--- src/rtl/mult_arb_pkg.sv ---
// Shared types and constants for the round-robin multiplier arbiter.
package mult_arb_pkg;
   typedef enum logic [1:0] {
      IDLE = 2'd0,
      CALC = 2'd1,
      RESP = 2'd2
   } mult_arb_state_t;

   localparam int OPCNT_W = 16;
endpackage

--- src/rtl/Mult.sv ---
// Unsigned combinational N x N multiplier datapath with an exact 2N-bit product.
module Mult #(
   parameter int N = 4
) (
   input  logic [N-1:0]   a,
   input  logic [N-1:0]   b,
   output logic [2*N-1:0] c
);
   assign c = {{N{1'b0}}, a} * {{N{1'b0}}, b};
endmodule

--- src/rtl/rr_arbiter.sv ---
// Combinational round-robin arbiter: searches upward from last+1, modulo NREQ.
module rr_arbiter #(
   parameter  int NREQ = 2,
   localparam int IW   = $clog2(NREQ)
) (
   input  logic [NREQ-1:0] req,
   input  logic [IW-1:0]   last,
   output logic [NREQ-1:0] gnt,
   output logic [IW-1:0]   gnt_idx,
   output logic            gnt_any
);
   always_comb begin
      int unsigned idx;
      logic [IW-1:0] sel;
      gnt     = '0;
      gnt_idx = '0;
      gnt_any = 1'b0;
      idx     = 0;
      sel     = '0;
      for (int unsigned k = 1; k <= NREQ; k++) begin
         idx = (32'(last) + k) % NREQ;
         sel = IW'(idx);
         if (!gnt_any && req[sel]) begin
            gnt[sel] = 1'b1;
            gnt_idx  = sel;
            gnt_any  = 1'b1;
         end
      end
   end
endmodule

--- src/rtl/mult_arbiter.sv ---
// Shares one Mult datapath among NREQ requesters (IDLE -> CALC -> RESP).
// MULT_ARB_CNT_EN builds a saturating count of consumed results on op_count.
module mult_arbiter
   import mult_arb_pkg::*;
#(
   parameter  int N    = 4,
   parameter  int NREQ = 2,
   localparam int IW   = $clog2(NREQ)
) (
   input  logic               clk,
   input  logic               rst,
   input  logic [NREQ-1:0]    req_valid,
   output logic [NREQ-1:0]    req_ready,
   input  logic [NREQ*N-1:0]  req_a,
   input  logic [NREQ*N-1:0]  req_b,
   output logic               res_valid,
   input  logic               res_ready,
   output logic [2*N-1:0]     res_c,
   output logic               res_v,
   output logic [IW-1:0]      res_id,
   output logic [OPCNT_W-1:0] op_count
);
   mult_arb_state_t state, state_nx;
   logic [IW-1:0]   last;
   logic [IW-1:0]   gnt_idx;
   logic [NREQ-1:0] gnt;
   logic            gnt_any;
   logic [N-1:0]    op_a, op_b;
   logic [2*N-1:0]  prod;
   logic            take, done;

   rr_arbiter #(.NREQ(NREQ)) u_arb (
      .req     (req_valid),
      .last    (last),
      .gnt     (gnt),
      .gnt_idx (gnt_idx),
      .gnt_any (gnt_any)
   );

   Mult #(.N(N)) u_mult (
      .a (op_a),
      .b (op_b),
      .c (prod)
   );

   always_ff @(posedge clk or posedge rst) begin
      if (rst) state <= IDLE;
      else     state <= state_nx;
   end

   always_comb begin
      state_nx  = state;
      req_ready = '0;
      res_valid = 1'b0;
      take      = 1'b0;
      done      = 1'b0;
      case (state)
         IDLE: begin
            req_ready = gnt;
            if (gnt_any) begin
               take     = 1'b1;
               state_nx = CALC;
            end
         end
         CALC: state_nx = RESP;
         RESP: begin
            res_valid = 1'b1;
            if (res_ready) begin
               done     = 1'b1;
               state_nx = IDLE;
            end
         end
         default: state_nx = IDLE;
      endcase
   end

   // last starts at NREQ-1 so requester 0 wins the first arbitration
   always_ff @(posedge clk or posedge rst) begin
      if (rst) begin
         last   <= IW'(NREQ - 1);
         op_a   <= '0;
         op_b   <= '0;
         res_c  <= '0;
         res_v  <= 1'b0;
         res_id <= '0;
      end else begin
         if (take) begin
            op_a   <= req_a[gnt_idx*N +: N];
            op_b   <= req_b[gnt_idx*N +: N];
            res_id <= gnt_idx;
         end
         if (state == CALC) begin
            res_c <= prod;
            res_v <= |prod[2*N-1:N];
         end
         if (done) last <= res_id;
      end
   end

`ifdef MULT_ARB_CNT_EN
   logic [OPCNT_W-1:0] cnt;
   always_ff @(posedge clk or posedge rst) begin
      if (rst)                   cnt <= '0;
      else if (done && cnt != '1) cnt <= cnt + 1'b1;
   end
   assign op_count = cnt;
`else
   assign op_count = '0;
`endif
endmodule

--- config.mk ---
export PLATFORM = sky130hd
export DESIGN_NAME = mult_arbiter
export DESIGN_NICKNAME = d
export VERILOG_FILES = /design/src/rtl/mult_arb_pkg.sv /design/src/rtl/Mult.sv /design/src/rtl/rr_arbiter.sv /design/src/rtl/mult_arbiter.sv
export SDC_FILE = /design/constraint.sdc
export NUM_CORES = 1
export LEC_CHECK = 0
export ABC_AREA = 1
export CORE_MARGIN = 10
export CORE_UTILIZATION = 25
export DETAILED_ROUTE_END_ITERATION = 10
export GPL_TIMING_DRIVEN = 0
export PLACE_DENSITY = 0.54
export SYNTH_ARGS = -nofsm -noshare
export SYNTH_HDL_FRONTEND = slang
export SYNTH_SLANG_ARGS = --single-unit
--- constraint.sdc ---
create_clock -name clk -period 5.25 [get_ports clk]
set_input_delay 0.525 -clock clk [delete_from_list [all_inputs] [get_ports clk]]
set_output_delay 0.525 -clock clk [all_outputs]
set_load 0.02 [all_outputs]
-- Word level (Yosys, flattened, before mapping)
Index checks and enable logic that the tools add are counted.
W data, S select, Z words.
- register bits: 21
- bits of input ports: 21
- $add $sub $neg: 2
- $mul: 1
- magnitude comparators: 4
- eq/ne operators: 4
- shifts and indexed selects: 2
- mux-type cells: 23
- bitwise operators: 1
- reductions and logical operators: 7
- operator list (operator ; number):
    $shiftx A8 B4 Y4 ; 2
    $mux W1 ; 15
    $mux W2 ; 5
    $mul A4 B4 Y8 ; 1
    $pmux W2 S3 ; 1
    $lt A1 B2 Y1 const B ; 2
    $ne A2 B2 Y1 const B ; 2
    $reduce_or A4 Y1 ; 1
    $logic_and A1 B1 Y1 ; 3
    $add A1 B1 Y1 const B ; 2
    $demux W1 S1 ; 2
    $eq A2 B1 Y1 const B ; 1
    $eq A2 B2 Y1 const B ; 1
    $ge A1 B1 Y1 const B ; 2
    $logic_not A2 Y1 ; 1
    $or A2 B2 Y2 ; 1
    $reduce_and A2 Y1 ; 1
    $logic_not A1 Y1 ; 1

-- Longest topological paths before layout
Gate-level depths: netlist of run 1.
- depth after elaboration: 9
- gate-level depth with buffers: 15
- depth with buffers taken out: 15

-- Modules after synthesis
A second synthesis of run 1 with hierarchy kept.
- cell total of the unflattened synthesis: 219
- area, all modules: 1560.2 um^2
- modules (own cells, without submodules) (module ; times used ; cells an instance ; area each (um^2) ; seq. area each (um^2)):
    mult_arbiter ; 1 ; 142 ; 1064.8 ; 526.8
    Mult ; 1 ; 70 ; 465.4 ; 0.0
    rr_arbiter ; 1 ; 7 ; 30.0 ; 0.0

-- Worst setup path after synthesis of run 1
No wires, ideal clock.
- path type: flip-flop to flip-flop
- from: reg op_a[0]
- to: reg res_v
- library setup time: 0.118 ns
- data arrival time: 2.583 ns
- data required time: 5.132 ns
- path slack: 2.549 ns
- stages on the path, launching flop included: 15
- buffers on the path: 0
- cells stage by stage: dfrtp_1 > nand2_1 > fa_1 > inv_1 > fa_1 > inv_1 > fa_1 > inv_1 > nand3_1 > nand3_1 > nand2_1 > nor2_1 > nand2_1 > nand2_1 > nand2_1
- cells in the longest elaborated chain, start to end: 2
- RTL lines (element ; RTL line ; source):
    from (decl) ; mult_arbiter.sv:28 ; logic [N-1:0] op_a, op_b;
    from (signal assigned) ; mult_arbiter.sv:88 ; op_a <= req_a[gnt_idx*N +: N];
    $mul A4 B4 Y8 ; Mult.sv:9 ; assign c = {{N{1'b0}}, a} * {{N{1'b0}}, b};
    $reduce_or A4 Y1 ; mult_arbiter.sv:94 ; res_v <= |prod[2*N-1:N];
    to (signal assigned) ; mult_arbiter.sv:94 ;
    to (decl) ; mult_arbiter.sv:19 ; output logic res_v,
Every way passes these cells.
A chain may end at the register's enable or synchronous reset.

-- Worst setup path after layout of run 1
- from: reg op_b[3]
- to: reg res_v
- cells in the longest elaborated chain, start to end: 2
- RTL lines (element ; RTL line ; source):
    from (decl) ; mult_arbiter.sv:28 ;
    from (signal assigned) ; mult_arbiter.sv:89 ; op_b <= req_b[gnt_idx*N +: N];
    $mul A4 B4 Y8 ; Mult.sv:9 ;
    $reduce_or A4 Y1 ; mult_arbiter.sv:94 ;
Every way passes these cells.

==> out/results.ini, run 1 <==
[worst_setup_path]
arrival_ns = 3.09
worstPathRequired_ns = 5.39
worstPathMaxFanout = 5
slowest_delay_ns = 0.56
crit_chain = nand2_1 -> fa_1 -> inv_1 -> fa_1 -> inv_1 -> fa_1 -> inv_1 -> nand3_1 -> nand3_1 -> nand2_1 -> nor2_1 -> nand2_1 -> nand2_1 -> nand2_1
setup.worst_path.class = flip-flop to flip-flop
cpLargestDelayFamily = adder cells
cp_num_buf_inv = 3
setup.reg_to_reg.worst_slack_ns = 2.31
crit_path_start_kind = flip-flop
critical_path.slowest_cell = sky130_fd_sc_hd__fa_1
critPathMostFrequentCell = sky130_fd_sc_hd__nand2_1
worst_setup_path_end_kind = flip-flop

[finish]
final_cell_count_no_fill = 324
fin_area_um2 = 2070
num-fill-cells = 633
layout_commonest_cell = sky130_fd_sc_hd__nand2_1
post_route_cells_drive_above_1_share = 0.165
n_antenna_cell = 0
area_delta_synth_final_pct = 34.1
mostFrequentLayoutCells = 53 x sky130_fd_sc_hd__nand2_1, 33 x sky130_fd_sc_hd__clkdlybuf4s50_1, 22 x sky130_fd_sc_hd__inv_1, 20 x sky130_fd_sc_hd__dfrtp_1, 18 x sky130_fd_sc_hd__buf_4
number_of_nets_at_the_end_of_the_flow = 287
finish.utilization = 0.347

[floorplan]
initial_utilization = 0.259
rows = 28
die_y_um = 98.6
fp.dieW_um = 98.6
core_um2 = 5960
die_area_um2 = 9710
pin_count = 50

[routing]
routed_wl_um = 3250
drc = 0
drt.antenna.violating_nets = 0
vias_per_cell = 3.88
drtPass1Iterations = 6
dr_total_vias = 1257
routed_wire_length_per_instance_um = 10.0
drt_iter0_drc = 31

[timing]
setup_viol_count_final = 0
worst_pin_slew_ns = 0.775
grt_setup_unrepaired = no
timing.slew.headroom = 0.483
hold_viol_final = 0
max_slew_violation_count = 0
timing.setup.tns_ns = 0
timing.final.crit_share = 0.560
min_period_ns = 2.94
fin_ws_ns = 2.31
clock_skew_ns = 0.00472
timing.fmax_mhz = 340
hold_slack_ns = 0.479

[synth]
ys_seq_elements = 21
warnings_synthesis = 0
synth-seq-area-share = 0.341
post_synth_inst_count = 197
mapped_cell_area_um2 = 1540
syn_area_per_cell_um2 = 7.83
synth_cell_types = 24

[clock_tree]
postCtsSetupRepairBufs = 0
cts.path.max_buffers = 2
clock_sinks = 21
clock_insertion_delay_worst_skew_ns = 0.26
ctsResizeCount = 0
clock_tree.root_cell = sky130_fd_sc_hd__clkbuf_8
cts_hold_buf = 0
tritoncts = built
cts_made_buffers = 3
cts_max_level = 1
clock_transition_at_path_regs_ns = 0.08

[placed_design]
dp_slack_ns = 2.32
finalWeightedCongestion = 0.719
portBuffers = 33
dpl.hpwl_um = 2830
placedInstanceArea_um2 = 2020
post-place-cells = 320

[global_route]
groute.usage.overall = 0.0692
vias_in_the_first_global_route = 1309
grt_antenna_before_repair = 0
overflow = 0
grt_start_max_net_pins = 22
global_route_wire_length_before_repair_um = 5900

[pwr]
p_total_mw = 1.14
p_leak_nw = 1.10
vdd_ir_drop_max_uv = 249
power.density_cell_area_nw_per_um2 = 553

[min_path]
holdCritPathClass = flip-flop to flip-flop

[flow_run]
maxCapViolCount = 0

[outcome]
status = completed

-- final cells by class --
class / instances / area (µm²) / share of cell area
Clock inverter: 1 / 5.00 / 0.00242
Timing Repair Buffer: 33 / 330 / 0.160
Sequential cell: 21 / 527 / 0.255
Multi-Input combinational cell: 143 / 820 / 0.396
Tap cell: 75 / 93.8 / 0.0453
Inverter: 30 / 118 / 0.0568
Buffer: 18 / 135 / 0.0653
Clock buffer: 3 / 41.3 / 0.0200
-- per-layer routing --
layer | track usage | share of wire | vias up
met1 | 0.0816 | 0.45 | 532
met3 | 0.0405 | 0.11 | 0
met2 | 0.111 | 0.44 | 38
met4 | 0.00331 | 0 | 0
met5 | 0 | 0 | -
li1 | - | - | 687
-- worst paths after layout --
check / from / endpoint / cells past startpoint
min in group asynchronous: rst / state[1]$_DFFE_PP0P_ / 2
min reg2reg: res_c[4]$_DFFE_PP0N_ / res_c[4]$_DFFE_PP0N_ / 2
max reg2reg: op_b[3]$_DFFE_PP0P_ / res_v$_DFFE_PP0N_ / 14
max in group asynchronous: rst / res_c[0]$_DFFE_PP0N_ / 2
max: op_b[3]$_DFFE_PP0P_ / res_v$_DFFE_PP0N_ / 14
min: res_c[4]$_DFFE_PP0N_ / res_c[4]$_DFFE_PP0N_ / 2
-- worst register-to-register path, cell delays in order (launching register included) --
cell	delay (ns)
sky130_fd_sc_hd__dfrtp_1	0.43
sky130_fd_sc_hd__nand2_1	0.10
sky130_fd_sc_hd__fa_1	0.55
sky130_fd_sc_hd__inv_1	0.06
sky130_fd_sc_hd__fa_1	0.56
sky130_fd_sc_hd__inv_1	0.06
sky130_fd_sc_hd__fa_1	0.45
sky130_fd_sc_hd__inv_1	0.07
sky130_fd_sc_hd__nand3_1	0.08
sky130_fd_sc_hd__nand3_1	0.10
sky130_fd_sc_hd__nand2_1	0.05
sky130_fd_sc_hd__nor2_1	0.15
sky130_fd_sc_hd__nand2_1	0.07
sky130_fd_sc_hd__nand2_1	0.06
sky130_fd_sc_hd__nand2_1	0.04
-- power by group --
group	leakage, nW	switching, mW	internal [mW]	total, mW
Clock	0.0255	0.0505	0.0527	0.103
Combinational	0.819	0.420	0.311	0.731
Sequential	0.257	0.0690	0.241	0.310
Total	1.10	0.539	0.605	1.14
-- cells in the mapped netlist, drive strengths merged --
| cell type | n | area share |
|---|---|---|
| nand4 | 2 | 0.0081 |
| a31oi | 1 | 0.0041 |
| ha | 12 | 0.097 |
| nand2 | 53 | 0.13 |
| nor2 | 18 | 0.045 |
| or2 | 1 | 0.0041 |
| inv | 29 | 0.074 |
| clkinv | 1 | 0.0024 |
| conb | 1 | 0.0024 |
| nand3 | 8 | 0.026 |
| mux2 | 1 | 0.0073 |
| a21oi | 5 | 0.024 |
| buf | 18 | 0.088 |
| xnor2 | 1 | 0.0057 |
| dfstp | 1 | 0.017 |
| fa | 4 | 0.052 |
| dfrtp | 20 | 0.32 |
| o21ai | 21 | 0.090 |
-- registers in the layout, indices dropped and copies added, names as in the netlist --
register	flops
state	2
res_v	1
op_b	4
res_id	1
op_a	4
res_c	8
last	1
-- kinds of logic (layout without fill, tap and decap cells) --
logic type / after synthesis / in the layout / share of synthesized area
buf+inv: 48 / 85 / 0.164
simple gates: 82 / 82 / 0.212
xor+xnor: 1 / 1 / 0.00568
compound gates: 27 / 27 / 0.118
fa+ha+maj: 16 / 16 / 0.149
other cells: 1 / 16 / 0.00243
flops: 21 / 21 / 0.341
mux: 1 / 1 / 0.00730
(Power assumes the default switching activity.)
==> run 2: changes to the inputs <==
- clock period: 5.25 -> 2.72 ns (I/O delays scaled with it)
==> run 2 against run 1 <==
Compared with the run above:
- the run now ends with negative setup slack left
- core utilization up 1.8 points
- wire length grew 4.3%
- via count rose by 3.7%
- sequential share of layout area is 1.2 points lower
- highest routed layer unchanged
- register-to-register slack worse by 2.3 ns
- cell area grew 5.3%
- critical path type unchanged
- largest power group unchanged
==> out/results.ini, run 2 (synthesized netlist as in run 1, its figures left out) <==
[worst_setup_path]
crit_path_start_kind = flip-flop
setup.worst_path.class = flip-flop to flip-flop
worstPathRequired_ns = 2.86
r2r.worst_path.cells = 14
worstPathMaxFanout = 4
crit_chain = nand2_2 -> fa_1 -> inv_2 -> fa_1 -> inv_2 -> fa_2 -> inv_2 -> nand3_2 -> nand3_2 -> nand2_2 -> nor2_4 -> nand2_1 -> nand2_1 -> nand2_1
arrival_ns = 2.87
critical_path.slowest_cell = sky130_fd_sc_hd__fa_1
worst_setup_path_end_kind = flip-flop
timing.rr.end = res_v$_DFFE_PP0N_
setup.reg_to_reg.worst_slack_ns = -0.0009
slowest_delay_ns = 0.56
reg2reg_from = op_a[2]$_DFFE_PP0P_

[finish]
mostFrequentLayoutCells = 50 x sky130_fd_sc_hd__nand2_1, 33 x sky130_fd_sc_hd__clkdlybuf4s50_1, 25 x sky130_fd_sc_hd__buf_4, 19 x sky130_fd_sc_hd__inv_1, 18 x sky130_fd_sc_hd__dfrtp_1
final_cell_count_no_fill = 331
post_route_cells_drive_above_1_share = 0.250
largest_registers = res_c x8, op_a x4, op_b x4
number_of_nets_at_the_end_of_the_flow = 294
finish.utilization = 0.366
largest_register_ff_count = 8
area_delta_synth_final_pct = 41.2
fin_area_um2 = 2180
registers.top_by_ff_count = res_c
n_antenna_cell = 0
layout_commonest_cell = sky130_fd_sc_hd__nand2_1

[clock_tree]
clock_tree.root_cell = sky130_fd_sc_hd__clkbuf_8
clock_insertion_delay_worst_skew_ns = 0.26
cts.path.max_buffers = 2
clock_sinks = 21
cts_made_buffers = 3
clock_transition_at_path_regs_ns = 0.08
tritoncts = built
cts_max_level = 1

[routing]
drtPass1Iterations = 6
drt.antenna.violating_nets = 0
dr_total_vias = 1304
routed_wl_um = 3390
routed_wire_length_per_instance_um = 10.2
drt_iter0_drc = 38
vias_per_cell = 3.94
drc = 0

[pwr]
p_leak_nw = 1.14
power.density_cell_area_nw_per_um2 = 1130
vdd_ir_drop_max_uv = 474

[floorplan]
rows = 28
initial_utilization = 0.259
die_area_um2 = 9710
core_um2 = 5960
fp.dieW_um = 98.6
die_y_um = 98.6
pin_count = 50

[placed_design]
finalWeightedCongestion = 0.719
portBuffers = 33
placedInstanceArea_um2 = 2020
post-place-cells = 320
dpl.hpwl_um = 2830

[global_route]
grt_start_max_net_pins = 22
overflow = 0
vias_in_the_first_global_route = 1331
grt_antenna_before_repair = 0
groute.usage.overall = 0.0705
global_route_wire_length_before_repair_um = 6020

[timing]
worst_pin_slew_ns = 0.774
fin_ws_ns = -0.000895
timing.setup.tns_ns = -0.000895
hold_viol_final = 0
timing.final.crit_share = 1.00
timing.slew.headroom = 0.484
min_period_ns = 2.72
hold_slack_ns = 0.461
grt_setup_unrepaired = yes
clock_skew_ns = 0.00531
timing.fmax_mhz = 368
max_slew_violation_count = 0
setup_viol_count_final = 1

[outcome]
status = complete, but fails checks
violations = negative setup slack

[flow_run]
maxCapViolCount = 0

[min_path]
holdCritPathClass = input port to async pin

## run 2: power breakdown
group	internal, mW	switching (mW)	leakage [nW]
combinational	0.746	0.909	0.858
clock	0.102	0.0980	0.0255
sequential	0.469	0.132	0.254
total	1.32	1.14	1.14
## run 2: cell type report
| class | count | area (µm²) |
|---|---|---|
| buffer | 18 | 135 |
| clock buffer | 3 | 41.3 |
| clock inverter | 1 | 5.00 |
| fill | 618 | 3780 |
| inverter | 30 | 118 |
| multi-input combinational | 143 | 873 |
| sequential | 21 | 529 |
| tap | 75 | 93.8 |
| timing repair buffer | 40 | 383 |
## run 2: how the worst max path moves through the flow
stage	slack, ns	cells after the start	to	start
6_report	-0.0009	14	res_v$_DFFE_PP0N_	op_a[2]$_DFFE_PP0P_
3_3_place_gp	-0.18	14	res_v$_DFFE_PP0N_	op_b[3]$_DFFE_PP0P_
3_5_place_dp	-0.21	14	res_v$_DFFE_PP0N_	op_b[3]$_DFFE_PP0P_
4_1_cts	0.003	14	res_v$_DFFE_PP0N_	op_a[2]$_DFFE_PP0P_
5_1_grt	-0.18	14	res_v$_DFFE_PP0N_	op_a[2]$_DFFE_PP0P_
2_1_floorplan	0.02	14	res_v$_DFFE_PP0N_	op_a[0]$_DFFE_PP0P_
## run 2: worst max-delay path: cells and delay by family, from the launching register on
kind          cells  cell delay, ns
fa+ha+maj         3            1.47
simple gates      8            0.56
flops             1            0.42
buf+inv           3            0.15
## run 2: routing by layer
layer | vias up | GRT usage | wire length (µm)
met4 | 0 | 0.00331 | 0
met3 | 0 | 0.0412 | 374
met5 | - | 0 | 0
met1 | 566 | 0.0824 | 1520
met2 | 36 | 0.114 | 1500
li1 | 702 | - | -
## run 2: repair_timing
| item | CTS | global route |
|---|---|---|
| setup buffers | 3 | 4 |
| resized for setup | 2 | 15 |
| hold buffers | 0 | 0 |
| setup endpoints to repair | 2 | 4 |
| pin swaps | 5 | 6 |
## run 2: per-stage QoR
step	power, mW	worst slack [ns]
after CTS	2.31	0.00332
after global placement	2.02	-0.185
after floorplan	1.61	0.0190
after detailed placement	2.04	-0.215
final	2.46	-0.000895
after global routing	2.74	-0.175
==> run 3: changes to the inputs <==
- RECOVER_POWER: not set -> 50
- SKIP_LAST_GASP: not set -> 1
==> run 3 against run 2 <==
Compared with the run above:
- the flow now finishes without violations
- sequential cell count is the same
- register-to-register slack is essentially flat
- combinational power is essentially flat
- sequential share of layout area is essentially flat
- cell area shrank 0.17%
- global-route usage is the same
- clock-buffer cell count is the same
- clock power is essentially flat
==> out/results.ini, run 3 (synthesized netlist as in run 1, its figures left out) <==
[worst_setup_path]
critical_path.slowest_cell = sky130_fd_sc_hd__fa_1
cp_num_buf_inv = 3
reg2reg_from = op_a[2]$_DFFE_PP0P_
setup.worst_path.class = flip-flop to flip-flop
worst_setup_path_end_kind = flip-flop
worstPathMaxFanout = 4
r2r.worst_path.cells = 14
crit_chain = nand2_2 -> fa_1 -> inv_2 -> fa_1 -> inv_2 -> fa_2 -> inv_2 -> nand3_2 -> nand3_2 -> nand2_2 -> nor2_4 -> nand2_1 -> nand2_1 -> nand2_1
arrival_ns = 2.86
timing.rr.end = res_v$_DFFE_PP0N_
setup.reg_to_reg.worst_slack_ns = 0.002
cpLargestDelayFamily = adder cells
worstPathRequired_ns = 2.87
slowest_delay_ns = 0.56
crit_path_start_kind = flip-flop

[timing]
grt_setup_unrepaired = yes
hold_slack_ns = 0.479
min_period_ns = 2.72
timing.fmax_mhz = 368
clock_skew_ns = 0.00361
worst_pin_slew_ns = 1.24
hold_viol_final = 0
timing.slew.headroom = 0.166
timing.final.crit_share = 0.999
max_slew_violation_count = 0
setup_viol_count_final = 0

[pwr]
sequentialPowerShare = 0.245
p_total_mw = 2.45
netSwitchingPower_mw = 1.13
power.share.switching = 0.463
power.density_cell_area_nw_per_um2 = 1130
power_report.internal_total_mw = 1.31
vdd_ir_drop_max_uv = 474
p_leak_nw = 1.14
power.combinational.fraction = 0.674
power.share.clock = 0.081

[min_path]
min_delay_path_depth = 2
worst_hold_path.endpoint = res_c[4]$_DFFE_PP0N_
holdCritPathClass = flip-flop to flip-flop
min-delay-start = res_c[4]$_DFFE_PP0N_

[routing]
drt.antenna.violating_nets = 0
vias_per_cell = 3.96
routed_wl_um = 3390
top_signal_layer_used = met3
met1Wirelength_um = 1500
drtPass1Iterations = 4
drc = 0
routed_wire_length_per_instance_um = 10.2
dr_total_vias = 1311
met2WireLength_um = 1500
dr_wl_met3_um = 388
drt_iter0_drc = 40

[clock_tree]
cts_max_level = 1
cts_made_buffers = 3
cts_hold_buf = 0
cts.path.max_buffers = 2
clock_tree.root_cell = sky130_fd_sc_hd__clkbuf_8
clock_transition_at_path_regs_ns = 0.08
tritoncts = built
clock_sinks = 21
clock_insertion_delay_worst_skew_ns = 0.25

[finish]
fin_area_um2 = 2170
layout_commonest_cell = sky130_fd_sc_hd__nand2_1
largest_register_ff_count = 8
registers.top_by_ff_count = res_c
num-fill-cells = 620
final_cell_count_no_fill = 331
n_antenna_cell = 0
mostFrequentLayoutCells = 50 x sky130_fd_sc_hd__nand2_1, 32 x sky130_fd_sc_hd__clkdlybuf4s50_1, 25 x sky130_fd_sc_hd__buf_4, 21 x sky130_fd_sc_hd__inv_1, 18 x sky130_fd_sc_hd__dfrtp_1
largest_registers = res_c x8, op_a x4, op_b x4
layout.area.seq_um2 = 529
number_of_nets_at_the_end_of_the_flow = 294
post_route_cells_drive_above_1_share = 0.238
finish.utilization = 0.365
multi_input_combinational_cell_area_um2 = 870
area_delta_synth_final_pct = 41.0

[placed_design]
portBuffers = 33
post-place-cells = 320
dpl.hpwl_um = 2830
placedInstanceArea_um2 = 2020
finalWeightedCongestion = 0.719

[flow_run]
maxCapViolCount = 0

[floorplan]
die_area_um2 = 9710
pin_count = 50
die_y_um = 98.6
fp.dieW_um = 98.6
initial_utilization = 0.259
core_um2 = 5960
rows = 28

[global_route]
overflow = 0
grt_start_max_net_pins = 22
global_route_wire_length_before_repair_um = 6020
grt_antenna_before_repair = 0
groute.usage.overall = 0.0705
vias_in_the_first_global_route = 1331

[outcome]
status = completed

[run 3: cell count changes in the layout (fill, tap and decap cells not counted)]
cell	previous run	this run
sky130_fd_sc_hd__clkdlybuf4s50_1	33	32
sky130_fd_sc_hd__dlygate4sd3_1	0	1
sky130_fd_sc_hd__inv_1	19	21
sky130_fd_sc_hd__inv_2	8	6
sky130_fd_sc_hd__o21ai_0	2	3
sky130_fd_sc_hd__o21ai_2	9	8
[run 3: worst max path at each step]
stage	startpoint	to	slack (ns)	cells after the start
final	op_a[2]$_DFFE_PP0P_	res_v$_DFFE_PP0N_	0.002	14
after global routing	op_a[2]$_DFFE_PP0P_	res_v$_DFFE_PP0N_	-0.18	14
after CTS	op_a[2]$_DFFE_PP0P_	res_v$_DFFE_PP0N_	0.003	14
after detailed placement	op_b[3]$_DFFE_PP0P_	res_v$_DFFE_PP0N_	-0.21	14
after global placement	op_b[3]$_DFFE_PP0P_	res_v$_DFFE_PP0N_	-0.18	14
after floorplan	op_a[0]$_DFFE_PP0P_	res_v$_DFFE_PP0N_	0.02	14
[run 3: layout make-up]
class | count | share of cell area
Tap cell | 75 | 0.0432
Timing Repair Buffer | 40 | 0.176
Clock buffer | 3 | 0.0190
Inverter | 30 | 0.0541
Buffer | 18 | 0.0621
Multi-Input combinational cell | 143 | 0.400
Clock inverter | 1 | 0.00230
Sequential cell | 21 | 0.243
[run 3: timing repair]
action                                  CTS  global route
cloned                                    0             0
gates resized for setup                   2            15
endpoints found under the setup margin    2             4
pin swaps                                 5             6
setup buffers                             3             4
[run 3: power groups by stage]
stage	registers, mW	logic, mW	clock network [mW]
after CTS	0.596	1.51	0.208
after global placement	0.604	1.41	0
after detailed placement	0.608	1.43	0
after floorplan	0.650	0.962	0
final	0.600	1.65	0.199
after global routing	0.625	1.88	0.224
[run 3: metal layers]
layer	vias to the layer above	global-route usage
met5	-	0
met4	0	0.00331
met3	0	0.0412
met2	42	0.114
met1	567	0.0824
li1	702	-
[run 3: through the flow]
stage	setup WS (ns)	setup TNS, ns
after global routing	-0.175	-0.301
after floorplan	0.0190	0
final	0.00196	0
after detailed placement	-0.215	-0.320
after global placement	-0.185	-0.259
after CTS	0.00332	0
[run 3: worst reg2reg max path, delay by kind of cell, from the launching register on]
| family | cells | cell delay, ns |
|---|---|---|
| adders and majority gates | 3 | 1.47 |
| and+or+nand+nor | 8 | 0.56 |
| DFF | 1 | 0.42 |
| buffers and inverters | 3 | 0.15 |
==> patch 1, RTL diff (flow settings as in run 2) <==
`NREQ` is set to 2 in 2 places; all go to 4.
--- a/src/rtl/rr_arbiter.sv
+++ b/src/rtl/rr_arbiter.sv
@@ -1,5 +1,5 @@
 // Combinational round-robin arbiter: searches upward from last+1, modulo NREQ.
 module rr_arbiter #(
-   parameter  int NREQ = 2,
+   parameter  int NREQ = 4,
    localparam int IW   = $clog2(NREQ)
 ) (
--- a/src/rtl/mult_arbiter.sv
+++ b/src/rtl/mult_arbiter.sv
@@ -5,5 +5,5 @@
 #(
    parameter  int N    = 4,
-   parameter  int NREQ = 2,
+   parameter  int NREQ = 4,
    localparam int IW   = $clog2(NREQ)
 ) (
Ports: changed (5 resized); port bits go from 50 to 71. The function was not compared with the original's and may differ.
==> patch 1 against run 2 <==
- setup slack better by 68 ps
- power rose by 60%
- combinational power grew 85%
- cell area grew 41%
- critical path depth decreased by 3
- count of clock-buffer cells in the layout unchanged
- area after synthesis rose by 40%
- routed wire length up 74%
- sequential power increased by 6.0%
- first-iteration DRC count rose to 2.7 times the old value
- sequential cell count up 2
- die area rose by 32%
==> patch 1: results (changes against run 2) <==
Logic synthesis
  • Netlist cell types: 34 (+42%)
  • Area contributors post-synth: dfrtp_1, nand2_1, ha_1
  • Synth cell count leaders: nand2_1, nand3_1, inv_1
  • Syn avg cell area: 7.070 µm² (-9.7%)
  • Register area share after synthesis: 0.2672 (-0.07424)

Run status
  • Outcome: completed

Place
  • Routability cong.: 0.8223 (+14%)
  • IO Port Bufs: 54 (+64%)
  • Post-Place Cell Area: 2894 µm² (+43%)

Layout
  • Share of post-route cells with drive strength above 1: 0.1795 (-0.07051)
  • Register Area: 578.1 µm² (+9.2%)
  • Non-Filler Instances: 495 (+50%)
  • Nets: 454 (+54%)

Route
  • Drt pass-1 iters: 4 (-2)
  • Iteration-0 DRC Markers: 102 (+170%)

Worst setup path
  • R2R Setup Slk: 70 ps (+70 ps)
  • R2R cell count: 11 (-3)
  • CP Data Arrival Time: 2810 ps (-60 ps)
  • Worst-path fanout max: 2 (-2)
  • Worst setup path startpoint: op_a[0]$_DFFE_PP0P_

Power
  • Leak: 0.001610 µW (+42%)

Global routing
  • Vias in the first global route: 2106 (+58%)
  • First-pass GRT wire length: 9956 µm (+65%)
  • Pin count of the biggest net entering global routing: 24 (+9.1%)

Timing
  • Worst-margin pin slew: 856.4 ps (+82.72 ps)
  • Setup Skew: 2.048 ps (-3.258 ps)

Clock tree
  • Setup bufs post-CTS: 11 (+8)
patch 1: cell count changes in the layout (fill, tap and decap cells not counted), sizes merged, moves of 2 or more:
cell           delta
clkbuf            +5
xor2              +2
clkinvlp          +2
nand3            +41
buf               +6
ha                +8
clkdlybuf4s50    +17
o2111ai           +2
inv               +5
o21ai            -12
nor2             -10
nand2            +60
patch 1: cells by family after synthesis:
kind of cell,synth area share
AND/OR/NAND/NOR,0.3603
buffers and inverters,0.1423
adder cells (fa/ha/maj),0.1527
AO/OA/AOI/OAI,0.06363
flip-flops,0.2672
XOR/XNOR,0.01215
other,0.001733
patch 1: stage by stage:
stage / TNS [ps] / hold slack [ps] / setup WS [ps]
floorplan: 0 / 272.4 / 4.970
global placement: -935.5 / 455.9 / -183.9
detailed placement: -1007 / 469.7 / -207.7
CTS: 0 / 492.9 / 1.007
global route: -73.79 / 512.7 / -53.02
finish: 0 / 474.5 / 66.64
patch 1: final cells by class:
type                    count  area share
clock inverters             1    0.001627
repair buffers             65      0.1961
well taps                 105     0.04272
clock buffers               3     0.01343
inverters                  38     0.04882
plain buffers              21     0.05370
flip-flops and latches     23      0.1880
multi-input cells         239      0.4557
patch 1: worst register-to-register path, cell delays in order, from the launching register on:
cell	delay, ps
dfrtp_1	370
nand2_1	80
fa_1	530
inv_1	50
fa_1	500
inv_1	60
fa_2	360
o21ai_2	140
xor2_1	160
nand2_1	100
nor3_2	130
o21ai_1	70
patch 1: power by group:
part           leakage, µW  internal [µW]  switching [µW]  total (µW)
Combinational      0.00130           1220            1850        3070
Clock            0.0000255            102             112         214
Sequential        0.000283            521             116         637
patch 1: layer usage:
layer  wire length [µm]  up-vias  track usage
li1                   -     1121            -
met1               2687      924       0.1111
met2               2602       54       0.1436
met3                604        2      0.04543
met4                 15        0     0.007614
met5                  0        -            0
==> patch 2, RTL diff (flow settings as in run 2) <==
Without the edit above. Re-encode `mult_arb_state_t` (3 states) as one-hot, 3 bits wide.
--- a/src/rtl/mult_arb_pkg.sv
+++ b/src/rtl/mult_arb_pkg.sv
@@ -1,8 +1,8 @@
 // Shared types and constants for the round-robin multiplier arbiter.
 package mult_arb_pkg;
-   typedef enum logic [1:0] {
-      IDLE = 2'd0,
-      CALC = 2'd1,
-      RESP = 2'd2
+   typedef enum logic [2:0] {
+      IDLE = 3'b001,
+      CALC = 3'b010,
+      RESP = 3'b100
    } mult_arb_state_t;
 
Function: same outputs for any inputs over 10 cycles, from zero or initial values and one cycle with rst high; not proved beyond that.
==> patch 2 against run 2 <==
- area after synthesis grew 1.9%
- setup slack improved by 49 ps
- clock skew about the same
- cell area increased by 2.4%
- routed wire length down 0.18%
- sequential cell count up 1
- worst hold slack improved by 9.2 ps
- power shrank 8.0%
- combinational power down 17%
- critical path type unchanged
==> patch 2: results (changes against run 2) <==
Layout
  • Fill cells: 651 (+5.3%)
  • Non-Filler Instances: 330 (-0.30%)
  • Nets: 293 (-0.34%)
  • Largest regs: res_c: 8 flops, op_a: 4 flops, op_b: 4 flops
  • Share of post-route cells with drive strength above 1: 0.1961 (-0.05392)

Clock tree
  • Htree depth: 1 (unchanged)
  • CTS Buf Count: 3 (unchanged)

Worst setup path
  • CP Data Arrival Time: 2830 ps (-40 ps)
  • Worst-path fanout max: 2 (-2)

Route
  • Iteration-0 DRC Markers: 34 (-11%)
  • Drt pass-1 iters: 4 (-2)
  • Vias post-DR: 1277 (-2.1%)

Power
  • Peak VDD IR: 0.0003559 V (-25%)
  • Leak: 0.001224 µW (+7.6%)

Place
  • Routability cong.: 0.7225 (+0.47%)
  • IO Port Bufs: 33 (unchanged)
  • Final HPWL DP: 2752 µm (-2.9%)
  • # placed instances: 318 (-0.63%)

Global routing
  • Vias in the first global route: 1367 (+2.7%)
  • Pin count of the biggest net entering global routing: 23 (+4.5%)
  • First-pass GRT wire length: 5906 µm (-1.8%)
  • Total track usage: 0.06863 (-0.001833)
  • Initial antenna violation count: 0 (unchanged)

Logic synthesis
  • Syn Inst Count: 195 (-1.0%)
  • Area contributors post-synth: dfrtp_1, nand2_1, ha_1
  • Register area share after synthesis: 0.3516 (+0.01019)
  • Synth cell count leaders: nand2_1, inv_1, dfrtp_1
  • Yosys top cell area share: 0.3182 (-0.006194)
  • Post-synth ARST share: 1.000 (unchanged)
  • Netlist cell types: 25 (+4.2%)

Timing
  • Setup Skew: 5.602 ps (+0.2972 ps)
  • Worst-margin pin slew: 823.9 ps (+50.25 ps)

Run status
  • Outcome: completed
==> patch 2: cell types whose count changed after synthesis, sizes merged, moves of 2 or more <==
cell	delta
nand2	+8
nand3	+2
nor2	-12
o21ai	-10
mux2i	+8
nor3	+2
==> patch 2: where the power goes <==
group          switching [µW]  leakage (µW)  internal [µW]
Clock                     111     0.0000357            197
Combinational             748      0.000915            618
Sequential                104      0.000274            482
==> patch 2: layer usage <==
layer,vias up,GRT usage,share of wire
met3,0,0.03322,0.092
li1,701,-,-
met4,0,0.006615,0
met5,-,0,0
met2,36,0.1177,0.45
met1,540,0.07782,0.46
==> patch 2: critical path: cells and delay by family, from the launching register on <==
family | cells | cell delay [ps]
buf+inv | 3 | 150
simple gates | 8 | 560
flops | 1 | 390
fa+ha+maj | 3 | 1450
==> patch 2: logic make-up after synthesis <==
group                    synth area share
flip-flops                         0.3516
other                            0.002384
AO/OA/AOI/OAI                     0.05648
AND/OR/NAND/NOR                    0.2267
XOR/XNOR                         0.005570
multiplexers                      0.05092
adder cells (fa/ha/maj)            0.1464
buffers and inverters              0.1599
==> patch 2: repair_timing <==
| item | 4_1_cts | 5_1_grt |
|---|---|---|
| setup buffers | 6 | 2 |
| endpoints found under the setup margin | 2 | 2 |
| pin swaps | 1 | 8 |
| gates resized for setup | 2 | 10 |
==> patch 2: stage by stage <==
step | hold slack, ps | worst slack (ps) | power, µW | instance area [µm²]
after floorplan | 259.7 | 11.15 | 1436 | 1629
after global placement | 456.3 | -149.3 | 1764 | 2053
after detailed placement | 460.6 | -200.0 | 1777 | 2053
after CTS | 481.4 | 14.24 | 2173 | 2175
after global routing | 522.6 | -98.12 | 2521 | 2230
final | 470.4 | 47.93 | 2260 | 2230
==> patch 2: cell type report <==
class	count	area share
plain buffers	18	0.06229
clock buffers	3	0.01852
clock inverters	1	0.01347
inverters	30	0.05051
multi-input cells	140	0.3900
flip-flops and latches	22	0.2480
well taps	75	0.04209
repair buffers	41	0.1751
==> patch 2: path summary, 6_finish.rpt <==
| kind | startpoint | end | slack, ps | cells after the start |
|---|---|---|---|---|
| setup / recovery | op_a[2]$_DFFE_PP0P_ | res_v$_DFFE_PP0P_ | 50 | 14 |
| hold / removal | rst | state[1]$_DFFE_PP0P_ | 470 | 2 |
| setup reg to reg | op_a[2]$_DFFE_PP0P_ | res_v$_DFFE_PP0P_ | 50 | 14 |
| hold reg to reg | res_c[4]$_DFFE_PP0P_ | res_c[4]$_DFFE_PP0P_ | 470 | 2 |
| max in group asynchronous | rst | state[2]$_DFFE_PP0P_ | 1740 | 2 |
| min in group clk | res_c[4]$_DFFE_PP0P_ | res_c[4]$_DFFE_PP0P_ | 470 | 2 |
